## src/rtl/gain_cfg_axil_master.sv

```systemverilog
// AXI-Lite write initiator that programs GAIN_L, GAIN_R, then CTRL of the gain block.
// Define GAIN_CFG_READBACK_EN to read all three registers back and verify them.
`timescale 1ns/1ps
module gain_cfg_axil_master #(
   parameter int ADDR_WIDTH     = 4,
   parameter int TIMEOUT_CYCLES = 256,
   parameter int GAIN_WIDTH     = 16
) (
   input  logic                  aclk,
   input  logic                  areset,
   input  logic                  cmd_valid,
   output logic                  cmd_ready,
   input  logic                  cmd_enable,
   input  logic [GAIN_WIDTH-1:0] cmd_gain_l,
   input  logic [GAIN_WIDTH-1:0] cmd_gain_r,
   output logic                  busy,
   output logic                  done,
   output logic                  err,
   output logic [1:0]            err_code,
   output logic [ADDR_WIDTH-1:0] m_axi_awaddr,
   output logic                  m_axi_awvalid,
   input  logic                  m_axi_awready,
   output logic [31:0]           m_axi_wdata,
   output logic [3:0]            m_axi_wstrb,
   output logic                  m_axi_wvalid,
   input  logic                  m_axi_wready,
   input  logic [1:0]            m_axi_bresp,
   input  logic                  m_axi_bvalid,
   output logic                  m_axi_bready,
   output logic [ADDR_WIDTH-1:0] m_axi_araddr,
   output logic                  m_axi_arvalid,
   input  logic                  m_axi_arready,
   input  logic [31:0]           m_axi_rdata,
   input  logic [1:0]            m_axi_rresp,
   input  logic                  m_axi_rvalid,
   output logic                  m_axi_rready
);

   localparam logic [2:0] S_IDLE    = 3'd0;
   localparam logic [2:0] S_WR_ADDR = 3'd1;
   localparam logic [2:0] S_WR_RESP = 3'd2;
   localparam logic [2:0] S_RD_ADDR = 3'd3;
   localparam logic [2:0] S_RD_DATA = 3'd4;
   localparam logic [2:0] S_DONE    = 3'd5;
   localparam logic [2:0] S_ERR     = 3'd6;

   localparam int TW = $clog2(TIMEOUT_CYCLES);

   logic [2:0]            state;
   logic [1:0]            idx;
   logic [GAIN_WIDTH-1:0] gl_q;
   logic [GAIN_WIDTH-1:0] gr_q;
   logic                  en_q;
   logic [TW-1:0]         tcnt;
   logic                  aw_hs;
   logic                  w_hs;
   logic                  tmo;

   // Register sequence index: 0 = GAIN_L, 1 = GAIN_R, 2 = CTRL
   function automatic logic [ADDR_WIDTH-1:0] reg_addr(input logic [1:0] i);
      case (i)
         2'd0:    reg_addr = ADDR_WIDTH'(4);
         2'd1:    reg_addr = ADDR_WIDTH'(8);
         default: reg_addr = '0;
      endcase
   endfunction

   function automatic logic [31:0] reg_data(
      input logic [1:0]            i,
      input logic [GAIN_WIDTH-1:0] gl,
      input logic [GAIN_WIDTH-1:0] gr,
      input logic                  en
   );
      case (i)
         2'd0:    reg_data = 32'(gl);
         2'd1:    reg_data = 32'(gr);
         default: reg_data = {31'b0, en};
      endcase
   endfunction

   assign aw_hs = m_axi_awvalid && m_axi_awready;
   assign w_hs  = m_axi_wvalid && m_axi_wready;
   assign tmo   = (tcnt == TW'(TIMEOUT_CYCLES - 1));

`ifdef GAIN_CFG_READBACK_EN
   logic [ADDR_WIDTH-1:0] ar_addr;
   logic                  ar_valid;
`endif

   always_ff @(posedge aclk or posedge areset) begin
      if (areset) begin
         state         <= S_IDLE;
         idx           <= '0;
         gl_q          <= '0;
         gr_q          <= '0;
         en_q          <= 1'b0;
         tcnt          <= '0;
         err_code      <= 2'b00;
         m_axi_awaddr  <= '0;
         m_axi_wdata   <= '0;
         m_axi_awvalid <= 1'b0;
         m_axi_wvalid  <= 1'b0;
`ifdef GAIN_CFG_READBACK_EN
         ar_addr       <= '0;
         ar_valid      <= 1'b0;
`endif
      end else begin
         tcnt <= tcnt + TW'(1);
         case (state)
            S_IDLE: begin
               tcnt <= '0;
               if (cmd_valid) begin
                  gl_q          <= cmd_gain_l;
                  gr_q          <= cmd_gain_r;
                  en_q          <= cmd_enable;
                  err_code      <= 2'b00;
                  idx           <= 2'd0;
                  m_axi_awaddr  <= reg_addr(2'd0);
                  m_axi_wdata   <= 32'(cmd_gain_l);
                  m_axi_awvalid <= 1'b1;
                  m_axi_wvalid  <= 1'b1;
                  state         <= S_WR_ADDR;
               end
            end
            S_WR_ADDR: begin
               if (aw_hs) m_axi_awvalid <= 1'b0;
               if (w_hs) m_axi_wvalid <= 1'b0;
               // AW and W may complete in either order or together
               if ((!m_axi_awvalid || m_axi_awready) &&
                   (!m_axi_wvalid || m_axi_wready)) begin
                  tcnt  <= '0;
                  state <= S_WR_RESP;
               end else if (aw_hs || w_hs) begin
                  tcnt <= '0;
               end else if (tmo) begin
                  tcnt          <= '0;
                  m_axi_awvalid <= 1'b0;
                  m_axi_wvalid  <= 1'b0;
                  err_code      <= 2'b10;
                  state         <= S_ERR;
               end
            end
            S_WR_RESP: begin
               if (m_axi_bvalid) begin
                  tcnt <= '0;
                  if (m_axi_bresp != 2'b00) begin
                     err_code <= 2'b01;
                     state    <= S_ERR;
                  end else if (idx == 2'd2) begin
`ifdef GAIN_CFG_READBACK_EN
                     idx      <= 2'd0;
                     ar_addr  <= reg_addr(2'd0);
                     ar_valid <= 1'b1;
                     state    <= S_RD_ADDR;
`else
                     state    <= S_DONE;
`endif
                  end else begin
                     idx           <= idx + 2'd1;
                     m_axi_awaddr  <= reg_addr(idx + 2'd1);
                     m_axi_wdata   <= reg_data(idx + 2'd1, gl_q, gr_q, en_q);
                     m_axi_awvalid <= 1'b1;
                     m_axi_wvalid  <= 1'b1;
                     state         <= S_WR_ADDR;
                  end
               end else if (tmo) begin
                  tcnt     <= '0;
                  err_code <= 2'b10;
                  state    <= S_ERR;
               end
            end
`ifdef GAIN_CFG_READBACK_EN
            S_RD_ADDR: begin
               if (m_axi_arready) begin
                  tcnt     <= '0;
                  ar_valid <= 1'b0;
                  state    <= S_RD_DATA;
               end else if (tmo) begin
                  tcnt     <= '0;
                  ar_valid <= 1'b0;
                  err_code <= 2'b10;
                  state    <= S_ERR;
               end
            end
            S_RD_DATA: begin
               if (m_axi_rvalid) begin
                  tcnt <= '0;
                  if (m_axi_rresp != 2'b00) begin
                     err_code <= 2'b01;
                     state    <= S_ERR;
                  end else if (m_axi_rdata != reg_data(idx, gl_q, gr_q, en_q)) begin
                     err_code <= 2'b11;
                     state    <= S_ERR;
                  end else if (idx == 2'd2) begin
                     state <= S_DONE;
                  end else begin
                     idx      <= idx + 2'd1;
                     ar_addr  <= reg_addr(idx + 2'd1);
                     ar_valid <= 1'b1;
                     state    <= S_RD_ADDR;
                  end
               end else if (tmo) begin
                  tcnt     <= '0;
                  err_code <= 2'b10;
                  state    <= S_ERR;
               end
            end
`endif
            S_DONE, S_ERR: begin
               tcnt  <= '0;
               state <= S_IDLE;
            end
            default: begin
               tcnt  <= '0;
               state <= S_IDLE;
            end
         endcase
      end
   end

   assign cmd_ready    = (state == S_IDLE);
   assign busy         = (state == S_WR_ADDR) || (state == S_WR_RESP) ||
                         (state == S_RD_ADDR) || (state == S_RD_DATA);
   assign done         = (state == S_DONE);
   assign err          = (state == S_ERR);
   assign m_axi_bready = (state == S_WR_RESP);
   assign m_axi_wstrb  = 4'hF;

`ifdef GAIN_CFG_READBACK_EN
   assign m_axi_araddr  = ar_addr;
   assign m_axi_arvalid = ar_valid;
   assign m_axi_rready  = (state == S_RD_DATA);
`else
   assign m_axi_araddr  = '0;
   assign m_axi_arvalid = 1'b0;
   assign m_axi_rready  = 1'b0;
   logic unused_rd;
   assign unused_rd = ^{m_axi_arready, m_axi_rdata, m_axi_rresp, m_axi_rvalid};
`endif

endmodule
```

## config.mk

```make
export PLATFORM = sky130hd
export DESIGN_NAME = gain_cfg_axil_master
export DESIGN_NICKNAME = d
export VERILOG_FILES = /design/src/rtl/gain_cfg_axil_master.sv
export SDC_FILE = /design/constraint.sdc
export NUM_CORES = 1
export LEC_CHECK = 0
export ABC_CLOCK_PERIOD_IN_PS = 5900
export CORE_ASPECT_RATIO = 0.8
export CORE_MARGIN = 1
export CORE_UTILIZATION = 48
export CTS_CLUSTER_SIZE = 10
export DETAILED_ROUTE_END_ITERATION = 10
export PLACE_DENSITY = 0.89
export SLEW_MARGIN = 25
export SYNTH_ARGS = -nofsm -noshare
export SYNTH_HDL_FRONTEND = slang
export SYNTH_SLANG_ARGS = --single-unit
```

## constraint.sdc

```tcl
create_clock -name aclk -period 5.9 [get_ports aclk]
set_input_delay 0.885 -clock aclk [delete_from_list [all_inputs] [get_ports aclk]]
set_output_delay 0.885 -clock aclk [all_outputs]
set_load 0.005 [all_outputs]
```

Word level (Yosys, flattened, before mapping)
Cells that the tools add are included.

Bits in registers: 86. Word-level logic and storage cells: 101. Output and inout port bits: 55.

Add/sub/neg operators: 2. Eq/ne operators: 17. Reduce and logical (&&, ||, !) cells: 21. Multiplexer cells: 50.

Operators by type and width (count): $mux W32 (4); $pmux W32 S2 (1); $mux W8 (4); $pmux W16 S2 (1); $mux W3 (7); $mux W2 (9); $mux W4 (4); $pmux W4 S2 (2); $pmux W8 S2 (1); $reduce_and A5 Y1 (3); $mux W1 (12); $ne A2 B2 Y1 const B (6); $eq A3 B3 Y1 const B (3); $pmux W3 S3 (1); $add A8 B1 Y8 const B (1); $eq A8 B8 Y1 const B (1); $eq A3 B2 Y1 const B (2); $logic_or A1 B1 Y1 (6); $pmux W1 S3 (2); $pmux W2 S3 (1); $pmux W2 S2 (1); $reduce_and A2 Y1 (2); $reduce_bool A2 Y1 (2); $eq A3 B1 Y1 const B (1); 10 further kinds (13).

Logic depth before layout (Yosys ltp)
Word-level depth: 7. Depth in mapped cells: 8.

Worst setup path before layout
OpenSTA, ideal clock, no wires.

Path kind: input to register. From: in m_axi_bresp[1]. To: reg m_axi_wdata[10]. Path buffers: 1. Setup slack: 3.944 ns. Setup time: 0.079 ns. Stages on the path: 5. Arrival: 1.877 ns. Path through: nor3_1 a31oi_1 nor3_2 buf_4 mux2i_1.

Cells in the longest elaborated chain, start to end: 3.

Ends and longest elaborated chain: from (decl) (line 27) `input logic [1:0] m_axi_bresp,`; $reduce_bool A2 Y1 (line 146) `if (m_axi_bresp != 2'b00) begin`; $ne A2 B2 Y1 (no source line); $reduce_and A5 Y1 (no source line); to (signal assigned) (line 119) `m_axi_wdata <= 32'(cmd_gain_l);`; to (signal assigned) (line 161) `m_axi_wdata <= reg_data(idx + 2'd1, gl_q, gr_q, en_q);`; to (decl) (line 23) `output logic [31:0] m_axi_wdata,`.

No other way between the ends. A chain may end at the register's enable or synchronous reset.

Worst setup path after layout
From: reg state[2]. To: out m_axi_bready.

Cells in the longest elaborated chain, start to end: 1.

Ends and longest elaborated chain: from (decl) (line 49) `logic [2:0] state;`; from (signal assigned) (line 92) `state <= S_IDLE;`; from (signal assigned) (line 122) `state <= S_WR_ADDR;`; from (signal assigned) (line 132) `state <= S_WR_RESP;`; $eq A3 B2 Y1 (line 226) `assign m_axi_bready = (state == S_WR_RESP);`; to (decl) (line 29) `output logic m_axi_bready,`.

No other way between the ends.

==> impl_results.md <==
- Status: finished, violations left
- Failing checks: design-rule violations
- Vias: 2,565
- Overall Power: 1.98 mW
- Multiplexer share of the synthesized area: 0.152
- Maximum clock path buffer count: 2
- Core Region: 7060 um2
- Total die area: 7810 um2
- Final Hold Viols: 0
- Endpoints failing setup: 0
- Largest net degree at the start of global routing: 69
- Hold worst-path end: err_code[0]
- Post-Synth Simple-Gate Area: 0.112
- Crit path time final: 3.11 ns
- Worst R2R Path Depth: 4
- Syn avg cell area: 10.9 um2
- LEAKAGE: 1.91 nW
- DR pass1 iterations: 10
- Async SR Flop Fraction: 1.00
- Clock transition at path regs: 0.07 ns
- F_max: 321 MHz
- Total negative setup slack: 0 ns
- Vias in the first global route: 2,435
- Synth area leaders: dfrtp_1 (48%), mux2_2 (11%), buf_4 (6.9%)
- Antenna violations before repair: 0
- Yosys reg bits: 68
- Dpl ws: 3.03 ns
- Final instance area: 4370 um2
- Worst skew pair latency: 0.35 ns
- I/O Buffers: 67
- RePlAce Congestion: 0.837
- CP Capture Type: output port
- Synth Area in Compound Gates: 0.110
- Final setup margin: 2.79 ns
- Post-synth top area share: 0.476
- Worst min path class: flop to flop
- Most frequent cells in the layout: dfrtp_1 (68), clkdlybuf4s50_1 (67), mux2_2 (34)
- H-tree levels: 3
- Flop-to-flop setup slack: 3.79 ns
- Top cell type by total area after synthesis: dfrtp_1
- Main combinational cell family by area after synthesis: multiplexers
- Worst EP required: 5.02 ns
- Crit path max fanout: 33
- First-pass GRT wire length: 11,900 um
- Area delta synth->final: 22.0%
- Most common cell after layout, fill and taps aside: dfrtp_1
- Chip height: 79.2 um
- Vias per inst: 5.34
- Nets@finish: 470
- Antenna diode count: 0
- Syn Std Cell Area: 3580 um2
- Post-Synth Adder-Cell Area: 0.0175
- Critical Path Start Type: flop
- Initial Utilization: 0.507
- Gr ovfl total: 0
- Final Cycle Share: 0.527
- WL final: 7420 um
- DRC: 5
- Kind of critical path: flop to output port
- Slew margin rel.: 0.438
- Skew final: 0.00860 ns
- CTS tree: built
- Share of layout cells above drive strength 1: 0.168
- CTS sink count: 68
- Synth Warn #: 0
- Post-synth EDFFs: 0
- Pwr Density: 453 nW/um2
- Initial DRC count: 200
- DP Wirelength: 5030 um
- Placed cell area: 4150 um2
- CTS hold repair buffers: 0
- Hold-critical path depth: 1
- Routed Antenna Nets: 0
- Setup bufs post-CTS: 0
- Total CTS buffers: 9
- Worst r2r src: state[2]
- Fill count: 555
- FF-to-FF End: gl_q[8]
- Ys flop type: dfrtp_1
- RSZ-0062 raised after global routing: false
- # rows: 27
- Sequential fraction of the synthesis area: 0.476
- VDD IR max: 0.220 mV
- Die X: 98.5 um
- Ports: 132
- Critical path data arrival time: 2.23 ns
- Post-synth cell types: 51
- Wire per inst: 15.5 um
- CTS root buffer: clkbuf_8
- Worst-Margin Slew: 0.843 ns
- Post_cts resized: 0
- XOR/XNOR Fraction of Synth Area: 0.0147
- Fin. max-slew vios: 0
- MaxCap Viol Count: 0
- Worst hold start: err_code[0]
- Cell count after synthesis: 328
- Global-route usage over all layers: 0.199
-- power by group --
group / internal, mW / switching (mW) / total [mW] / leakage, nW
clock network: 0.219 / 0.182 / 0.400 / 0.106
logic: 0.447 / 0.328 / 0.775 / 0.979
registers: 0.665 / 0.136 / 0.801 / 0.826
-- worst max path at each step --
stage	slack (ns)	depth (start not counted)	endpoint	startpoint
2_1_floorplan	3.30	1	en_q	areset
3_3_place_gp	3.04	6	m_axi_wdata[0]	m_axi_bresp[1]
3_5_place_dp	3.03	6	m_axi_wdata[0]	m_axi_bresp[1]
4_1_cts	2.77	4	m_axi_bready	state[2]
5_1_grt	2.66	4	m_axi_bready	state[1]
6_report	2.79	4	m_axi_bready	state[2]
-- per-layer routing --
| layer | GRT usage | share of wire | vias up |
|---|---|---|---|
| li1 | - | - | 1211 |
| met1 | 0.261 | 0.44 | 1248 |
| met2 | 0.325 | 0.49 | 100 |
| met3 | 0.0607 | 0.064 | 6 |
| met4 | 0.0448 | 0.0077 | 0 |
| met5 | 0 | 0 | - |
-- flip-flops by register name, summed over array words and instances (netlist names) --
signal and flops:
m_axi_awaddr 2, err_code 2, gr_q 16, en_q 1, m_axi_wvalid 1, state 3
m_axi_awvalid 1, gl_q 16, m_axi_wdata 16, tcnt 8, idx 2
-- kinds of logic (layout without fill, tap and decap cells) --
logic type      Yosys count  in the layout
compound gates           57             57
xor+xnor                  6              6
fa+ha+maj                 5              5
buf+inv                  69            108
flops                    68             68
mux                      50             50
other cells               2             28
simple gates             71             71
-- cells in the mapped netlist, types with 2 or more instances --
| library cell | instances |
|---|---|
| a21oi_1 | 19 |
| a22oi_1 | 15 |
| a31o_2 | 2 |
| a31oi_1 | 3 |
| a41oi_1 | 2 |
| and2_1 | 2 |
| and3_1 | 4 |
| and3b_1 | 2 |
| buf_2 | 3 |
| buf_4 | 33 |
| buf_6 | 4 |
| clkbuf_1 | 8 |
| conb_1 | 2 |
| dfrtp_1 | 68 |
| ha_1 | 5 |
| inv_1 | 20 |
| mux2_2 | 34 |
| mux2i_1 | 16 |
| nand2_1 | 9 |
| nand2b_1 | 3 |
| nand3_1 | 9 |
| nor2_1 | 10 |
| nor2b_1 | 2 |
| nor3_1 | 18 |
| o21ai_0 | 3 |
| or2_2 | 2 |
| or3_1 | 2 |
| xor2_1 | 5 |
-- stage by stage --
stage | hold WS [ns] | util | std cells
detailed placement | 0.475 | 0.588 | 464
finish | 0.500 | 0.618 | 480
global route | 0.508 | 0.618 | 480
floorplan | 0.472 | - | 354
global placement | 0.475 | 0.588 | 464
CTS | 0.500 | 0.618 | 480
-- final cells by class --
type	instances	area (um2)	share of cell area
clock inverters	5	60.1	0.0138
clock buffers	11	151	0.0347
multi-input cells	217	1560	0.358
well taps	87	109	0.0249
repair buffers	71	701	0.161
flip-flops and latches	68	1700	0.390
inverters	21	80.1	0.0183
-- critical path, cell delays in order, from the launching register on --
cell and delay, ns:
dfrtp_1 0.54, or3b_1 0.43, buf_4 0.25, clkinv_2 0.14, clkdlybuf4s50_1 0.51
Power figures use the tool's default switching activity.
